### src/rtl/skew_fifo_array.sv
// Bank of per-lane FIFOs loaded from a shared bus and drained with a diagonal
// skew (lane i starts i cycles after lane 0) to feed the edge of a systolic array.
module skew_fifo_array #(
  parameter int DATA_SIZE  = 8,
  parameter int FIFO_DEPTH = 16,
  parameter int LOG_DEPTH  = 4,
  parameter int ARRAY_SIZE = 9,
  parameter int LANE_BITS  = 4
) (
  input  logic                            clk,
  input  logic                            clear,
  input  logic                            w_en,
  input  logic [LANE_BITS-1:0]            w_lane,
  input  logic                            broadcast,
  input  logic [DATA_SIZE-1:0]            in_bus,
  input  logic                            start,
  input  logic [LOG_DEPTH:0]              drain_len,
  output logic [DATA_SIZE*ARRAY_SIZE-1:0] out_bus,
  output logic [ARRAY_SIZE-1:0]           out_valid,
  output logic                            busy,
  output logic                            done,
  output logic [ARRAY_SIZE-1:0]           empty,
  output logic [ARRAY_SIZE-1:0]           full,
  output logic                            err
);
  localparam int T_W = $clog2(FIFO_DEPTH + ARRAY_SIZE + 1);

  typedef enum logic {IDLE, DRAIN} state_e;

  state_e                        state_q, state_d;
  logic [T_W-1:0]                t_q, t_d, last_t;
  logic [LOG_DEPTH:0]            len_q, len_d;
  logic [DATA_SIZE-1:0]          mem_q [ARRAY_SIZE][FIFO_DEPTH];
  logic [LOG_DEPTH-1:0]          rptr_q [ARRAY_SIZE];
  logic [LOG_DEPTH-1:0]          rptr_d [ARRAY_SIZE];
  logic [LOG_DEPTH-1:0]          wptr_q [ARRAY_SIZE];
  logic [LOG_DEPTH-1:0]          wptr_d [ARRAY_SIZE];
  logic [LOG_DEPTH:0]            cnt_q  [ARRAY_SIZE];
  logic [LOG_DEPTH:0]            cnt_d  [ARRAY_SIZE];
  logic [ARRAY_SIZE-1:0]         lane_sel, push, pop, underflow, in_slot;
  logic [DATA_SIZE*ARRAY_SIZE-1:0] out_bus_q, out_bus_d;
  logic [ARRAY_SIZE-1:0]         out_valid_q, out_valid_d;
  logic                          done_q, done_d, err_q, err_d;
  logic                          lane_oob, wr_err;

  always_comb begin
    for (int i = 0; i < ARRAY_SIZE; i++) begin
      empty[i] = (cnt_q[i] == '0);
      full[i]  = (cnt_q[i] == (LOG_DEPTH+1)'(FIFO_DEPTH));
    end
  end

  // Last drain cycle: the window of the highest lane closes at t = L+ARRAY_SIZE-2.
  assign last_t = (len_q == '0) ? '0 : T_W'(len_q) + T_W'(ARRAY_SIZE - 2);

  // Write decode: writes only land in IDLE; a rejected lane stays untouched.
  always_comb begin
    lane_oob = (w_lane >= LANE_BITS'(ARRAY_SIZE));
    for (int i = 0; i < ARRAY_SIZE; i++) begin
      lane_sel[i] = broadcast || (w_lane == LANE_BITS'(i));
      push[i]     = w_en && (state_q == IDLE) && lane_sel[i] && !full[i];
    end
    wr_err = w_en && ((state_q == DRAIN) ||
                      (broadcast ? (|full) : (lane_oob || (|(lane_sel & full)))));
  end

  always_comb begin
    for (int i = 0; i < ARRAY_SIZE; i++) begin
      in_slot[i]   = (state_q == DRAIN) && (int'(t_q) >= i) && (int'(t_q) < i + int'(len_q));
      pop[i]       = in_slot[i] && !empty[i];
      underflow[i] = in_slot[i] && empty[i];
    end
  end

  always_comb begin
    out_bus_d   = '0;
    out_valid_d = '0;
    for (int i = 0; i < ARRAY_SIZE; i++) begin
      rptr_d[i] = rptr_q[i];
      wptr_d[i] = wptr_q[i];
      cnt_d[i]  = cnt_q[i];
      if (push[i]) begin
        wptr_d[i] = wptr_q[i] + 1'b1;
        cnt_d[i]  = cnt_q[i] + 1'b1;
      end
      if (pop[i]) begin
        rptr_d[i]                           = rptr_q[i] + 1'b1;
        cnt_d[i]                            = cnt_q[i] - 1'b1;
        out_bus_d[i*DATA_SIZE +: DATA_SIZE] = mem_q[i][rptr_q[i]];
        out_valid_d[i]                      = 1'b1;
      end
    end
    err_d = err_q || wr_err || (|underflow);
  end

  always_comb begin
    state_d = state_q;
    t_d     = t_q;
    len_d   = len_q;
    done_d  = 1'b0;
    case (state_q)
      IDLE: begin
        if (start) begin
          state_d = DRAIN;
          t_d     = '0;
          len_d   = drain_len;
        end
      end
      DRAIN: begin
        t_d = t_q + 1'b1;
        if (t_q == last_t) begin
          state_d = IDLE;
          done_d  = 1'b1;
        end
      end
      default: state_d = IDLE;
    endcase
  end

  always_ff @(posedge clk) begin
    for (int i = 0; i < ARRAY_SIZE; i++) begin
      if (!clear && push[i]) mem_q[i][wptr_q[i]] <= in_bus;
    end
  end

  always_ff @(posedge clk) begin
    if (clear) begin
      state_q     <= IDLE;
      t_q         <= '0;
      len_q       <= '0;
      out_bus_q   <= '0;
      out_valid_q <= '0;
      done_q      <= 1'b0;
      err_q       <= 1'b0;
      for (int i = 0; i < ARRAY_SIZE; i++) begin
        rptr_q[i] <= '0;
        wptr_q[i] <= '0;
        cnt_q[i]  <= '0;
      end
    end else begin
      state_q     <= state_d;
      t_q         <= t_d;
      len_q       <= len_d;
      out_bus_q   <= out_bus_d;
      out_valid_q <= out_valid_d;
      done_q      <= done_d;
      err_q       <= err_d;
      rptr_q      <= rptr_d;
      wptr_q      <= wptr_d;
      cnt_q       <= cnt_d;
    end
  end

  assign out_bus   = out_bus_q;
  assign out_valid = out_valid_q;
  assign busy      = (state_q == DRAIN);
  assign done      = done_q;
  assign err       = err_q;
endmodule
### config.mk
export PLATFORM = sky130hd
export DESIGN_NAME = skew_fifo_array
export DESIGN_NICKNAME = d
export VERILOG_FILES = /design/src/rtl/skew_fifo_array.sv
export SDC_FILE = /design/constraint.sdc
export NUM_CORES = 2
export LEC_CHECK = 0
export ABC_AREA = 0
export BUFFER_PORTS_ARGS = -buffer_cell sky130_fd_sc_hd__buf_2
export CAP_MARGIN = 20
export CELL_PAD_IN_SITES_DETAIL_PLACEMENT = 1
export CELL_PAD_IN_SITES_GLOBAL_PLACEMENT = 1
export CORE_MARGIN = 2
export CORE_UTILIZATION = 30
export CTS_CLUSTER_SIZE = 25
export DETAILED_ROUTE_END_ITERATION = 12
export PLACE_DENSITY = 0.45
export SYNTH_ARGS = -nofsm -noshare
export SYNTH_HDL_FRONTEND = slang
export SYNTH_SLANG_ARGS = --single-unit
### constraint.sdc
create_clock -name clk -period 7.5 [get_ports clk]
set_input_delay 0 -clock clk [delete_from_list [all_inputs] [get_ports clk]]
set_output_delay 0 -clock clk [all_outputs]
set_load 0.03 [all_outputs]
* Word level (Yosys, flattened, before mapping)
Memory sizes are Yosys's and may differ from the RTL's.
Cells that the tools add are included.
** Cells by class
- $add $sub $neg :: 46
- Multipliers :: 0
- Div/mod/pow operators :: 0
- $lt $le $gt $ge :: 45
- Equality and inequality tests :: 19
- Shift-type cells :: 0
- Muxes and demuxes :: 98
- Bitwise gates (word level) :: 29
- Reductions and logical operators :: 139
** Operators with widths (number)
- $mux W128 :: 9
- $bmux W8 S4 :: 9
- $demux W8 S4 :: 9
- $mux W8 :: 27
- $mux W5 :: 20
- $ge A5 B5 Y1 const B :: 18
- $not A4 Y5 :: 18
- $logic_and A1 B1 Y1 :: 73
- $add A4 B1 Y4 const B :: 18
- $add A5 B1 Y5 const B :: 10
- $logic_not A5 Y1 :: 10
- $lt A5 B6 Y1 :: 8
- $eq A5 B5 Y1 const B :: 9
- $lt A5 B1 Y1 const B :: 9
- $sub A5 B1 Y5 const B :: 9
- $reduce_or A9 Y1 :: 3
- $add A3 B5 Y6 const A :: 4
- $mux W1 :: 22
- $ge A5 B3 Y1 const B :: 4
- $reduce_or A2 Y1 :: 10
- $logic_not A1 Y1 :: 19
- $reduce_bool A2 Y1 :: 9
- $eq A4 B3 Y1 const B :: 4
- $logic_or A1 B1 Y1 :: 13
- 20 further kinds :: 32
** Word-level totals
- Flip-flop bits (word level) :: 211
- Bits in latches :: 0
- Bits in writable memories :: 1152
- Memory bits (read-only) :: 0
- Logic and storage cells :: 419
- Memories kept :: 1
** Memories
- mem_q :: depth 9, bits a word 128, rd ports 9, clocked after Yosys merged registers in 0, write ports 9, line 33 : logic [DATA_SIZE-1:0] mem_q [ARRAY_SIZE][FIFO_DEPTH];

* Longest topological paths before layout
- Depth in word-level cells :: 10
- Gate-level depth with buffers :: 20
- Gate-level depth less buffers :: 18

* Least setup slack after synthesis
OpenSTA, ideal clock, no wires.
- Path type :: register to register
- From :: reg len_q[2]
- To :: reg cnt_q[9] (netlist bit)
- Library setup time :: 0.128 ns
- Arrival time :: 3.369 ns
- Required time :: 7.372 ns
- Slack :: 4.004 ns
- Stages on the path, launching flop included :: 19
- Clock period less this slack :: 3.496 ns
- Cells stage by stage :: dfxtp_1 -> inv_1 -> ha_1 -> a21boi_1 -> xnor2_1 -> ha_1 -> o21ai_0 -> nor2_1 -> o221ai_1 -> and3b_1 -> buf_2 -> inv_1 -> fa_1 -> inv_1 -> a21o_1 -> a21oi_1 -> mux2i_1 -> xor2_1 -> nor2_1
** On the way
- Cells in the longest elaborated chain, start to end :: 5
- Elaborated cells between the ends (all ways) :: 6
** RTL lines
- start: declaration :: line 32 : logic [LOG_DEPTH:0] len_q, len_d;
- start signal: assignment :: line 143 : len_q <= len_d;
- $add A3 B5 Y6 (*) :: line 69 : in_slot[i] = (state_q == DRAIN) && (int'(t_q) >= i) && (int'(t_q) < i + int'(len_q));
- $lt A5 B6 Y1 (*) :: line 69
- $logic_and A1 B1 Y1 (*) :: line 69
- $logic_and A1 B1 Y1 (*) :: line 70 : pop[i] = in_slot[i] && !empty[i];
- $mux W5 or $reduce_bool A2 Y1 (tied branches)
- end signal: assignment :: line 150 : cnt_q <= cnt_d;
- end: declaration :: line 38 : logic [LOG_DEPTH:0] cnt_q [ARRAY_SIZE];
Mark *: on every way between the ends. The rest lies on a longest branch, timed or not.
A chain may end at the register's enable or synchronous reset.

* Worst setup path in the final report
Same ends and word-level chain as after synthesis.

==> results.py <==
metrics = {
    "outcome": {
        "outcome": "finished, final reports clean",
    },
    "final_layout": {
        "nets": 3416,
        "layout_commonest_cell": "edfxtp_1",
        "multi_input_area_um2": 15120,
        "seq_area_um2": 38830,
        "final_cell_mix": "1152 x edfxtp_1, 327 x mux4_2, 284 x nor2_1",
        "fillers": 17990,
        "drive_gt1_frac": 0.2301,
        "area_delta_synth_final_pct": 16.13,
        "final_util": 0.3514,
    },
    "synthesis": {
        "synth_area_leaders": "edfxtp_1 63%, mux4_2 13%, dfxtp_1 7.7%",
        "ys_warn_count": 0,
        "synth.avg_cell_area_um2": 17.95,
        "synthDistinctLibCells": 70,
        "synth_edf_count": 1152,
        "synthArstFlopShare": 0,
        "yosys.area.top_type": "edfxtp_1",
        "ys_seq_elements": 1363,
        "syn-instance-count": 3053,
        "ys.flop_type": "edfxtp_1",
        "synthesis.nets": 3201,
        "syn_area_um2": 54810,
        "ys_seq_area_frac": 0.7082,
        "synth_top_area_share": 0.6311,
    },
    "clock_network": {
        "htreeDepth": 4,
        "cts_sinks": 1363,
        "clk_path_buf_depth": 3,
        "cts_tree": "yes",
        "clk_latency_ns": 0.80,
        "clockRootBuffer": "clkbuf_16",
        "clk_pin_slew_ns": 0.06,
        "cts_setup_buffers": 0,
        "cts_buffers": 156,
        "cts_resized": 0,
    },
    "sta": {
        "period_share": 0.5961,
        "fin_crit_ns": 4.471,
        "maxSlewHeadroom": 0.2547,
        "setup-tns-final_ns": 0,
        "whs_ns": 0.2593,
        "worst_slew_pin_slew_ns": 1.116,
        "rsz0062_at_grt": "no",
        "fin_worst_skew_ns": 0.03338,
        "timing_hold_violations_final": 0,
        "timing.final.max_slew_violations": 0,
        "finalSetupViolations": 0,
        "clock.fmax_mhz": 223.7,
    },
    "routing": {
        "ant_nets": 0,
        "routedWlPerCell_um": 24.26,
        "wirelength_um": 140000,
        "num_vias": 27670,
        "drt_iter0_markers": 1623,
        "drc": 0,
        "vias_per_cell": 4.794,
        "dr.pass1.iters": 5,
    },
    "floorplanning": {
        "rows": 156,
        "die_h_um": 431.4,
        "die_area_um2": 186100,
        "start_util": 0.3026,
        "dieWidth_um": 431.4,
        "fp.coreArea_um2": 181100,
        "pin_count": 124,
    },
    "min_path": {
        "whs_path_depth": 3,
        "hold_class": "input port to flop",
    },
    "worst_setup_path": {
        "worst_r2r_path_depth": 17,
        "crit_chain": "inv_1, ha_1, a21boi_1, xnor2_1, ha_1, o21ai_0, nor2_1, o221ai_1, and3b_1, inv_1, fa_1, inv_1, a21o_1, a21oi_1, mux2i_1, xor2_1, nor2_1",
        "critPathSlowestCell": "dfxtp_1",
        "cp_max_fo": 11,
        "critPathCaptureType": "flop",
        "cpLargestDelayFamily": "adder cells",
        "criticalPathCategory": "flop to flop",
        "worst-path-stages": 17,
        "startpoint_type": "flop",
        "cp_common_cell": "inv_1",
        "crit_required_ns": 8.14,
        "crit_path_max_incr_delay_ns": 0.54,
        "cp.arrival_ns": 5.11,
        "worst-path-buf-inv": 3,
    },
    "grt": {
        "antenna_found_initial": 4,
        "grt_overflow": 0,
        "grt_pass1_wl_um": 209300,
        "grt_pass1_vias": 30450,
        "grt_max_degree": 100,
        "grt_usage": 0.1518,
    },
    "power_and_ir_drop": {
        "p_leak_nw": 20.65,
        "powerDensity_nw_per_um2": 259.9,
        "peakVddDrop_v": 0.0001880,
    },
    "placement": {
        "gp_congestion": 0.7812,
        "io_buffers": 123,
        "dp_hpwl_um": 88610,
    },
    "run": {
        "max-cap-violations": 0,
    },
}
[power by group]
group          leakage [nW]  total (mW)  internal [mW]  switching (mW)
logic                  6.03       0.598          0.187           0.411
clock network          2.55        7.65           4.49            3.17
registers              12.1        8.29           8.25          0.0417
[cell usage after synthesis, types with 16 or more instances]
cell / instances
mux2i_1: 74
xor2_1: 49
nand3_1: 23
inv_1: 73
clkbuf_1: 79
a21oi_1: 90
nand2_1: 80
nand4_1: 16
mux4_2: 327
nand3b_1: 20
a21o_1: 20
ha_1: 117
edfxtp_1: 1152
nor2_1: 284
o21ai_0: 32
nand2b_1: 50
dfxtp_1: 211
xnor2_1: 52
nor2b_1: 78
buf_2: 39
[worst min-delay path: cells and delay by family]
kind	cells	cell delay, ns
buf+inv	2	0.83
simple gates	1	0.17
[metrics by stage]
step	cells	worst slack (ns)	power [mW]	cell area, um2
final	5771	3.029	16.55	63660
after global routing	5769	2.650	17.13	63650
after CTS	5764	3.022	16.82	63600
after detailed placement	5445	3.048	9.062	58150
after global placement	5444	3.102	9.036	58140
after floorplan	3053	4.004	8.757	54810
[kinds of logic after synthesis]
| logic type | synth area share |
|---|---|
| xor gates and xnor gates | 0.01614 |
| and+or+nand+nor | 0.05627 |
| AOI/OAI and AO/OA | 0.02408 |
| DFF | 0.7082 |
| buffers and inverters | 0.01602 |
| muxes | 0.1493 |
| adders and majority gates | 0.02999 |
[area by class of cell]
type                       count  share of cell area
clock buffer                 206             0.06779
clock inverter                83             0.01313
tap                         2370             0.04658
antenna                        2          0.00007862
inverter                      76            0.004481
timing repair buffer         196             0.02034
multi-input combinational   1475              0.2376
sequential                  1363              0.6100
[sequential cells by signal, summed over array words and instances (netlist names)]
name,count
mem_q,1152
out_bus,72
cnt_q,45
rptr_q,36
wptr_q,36
out_valid,9
len_q,5
t_q,5
busy,1
done,1
err,1
[per-layer routing]
metal,vias up,track usage,wire length (um)
met1,14770,0.1952,61370
met5,-,0,0
li1,12350,-,-
met3,190,0.02366,3652
met2,359,0.2621,71260
met4,0,0.04838,3745
[worst paths after layout]
kind / from / endpoint / slack, ns
worst max-delay path: len_q[2] / cnt_q[9] / 3.03
worst min-delay path: clear / rptr_q[3] / 0.26
worst max register to register: len_q[2] / cnt_q[9] / 3.03
worst min register to register: rptr_q[13] / rptr_q[13] / 0.48
[repair_timing]
action	in CTS	in global routing
hold endpoints to repair	615	0
hold buffers	30	0
endpoints found under the setup margin	0	0
Note: power is estimated with default switching activity, not from simulation.
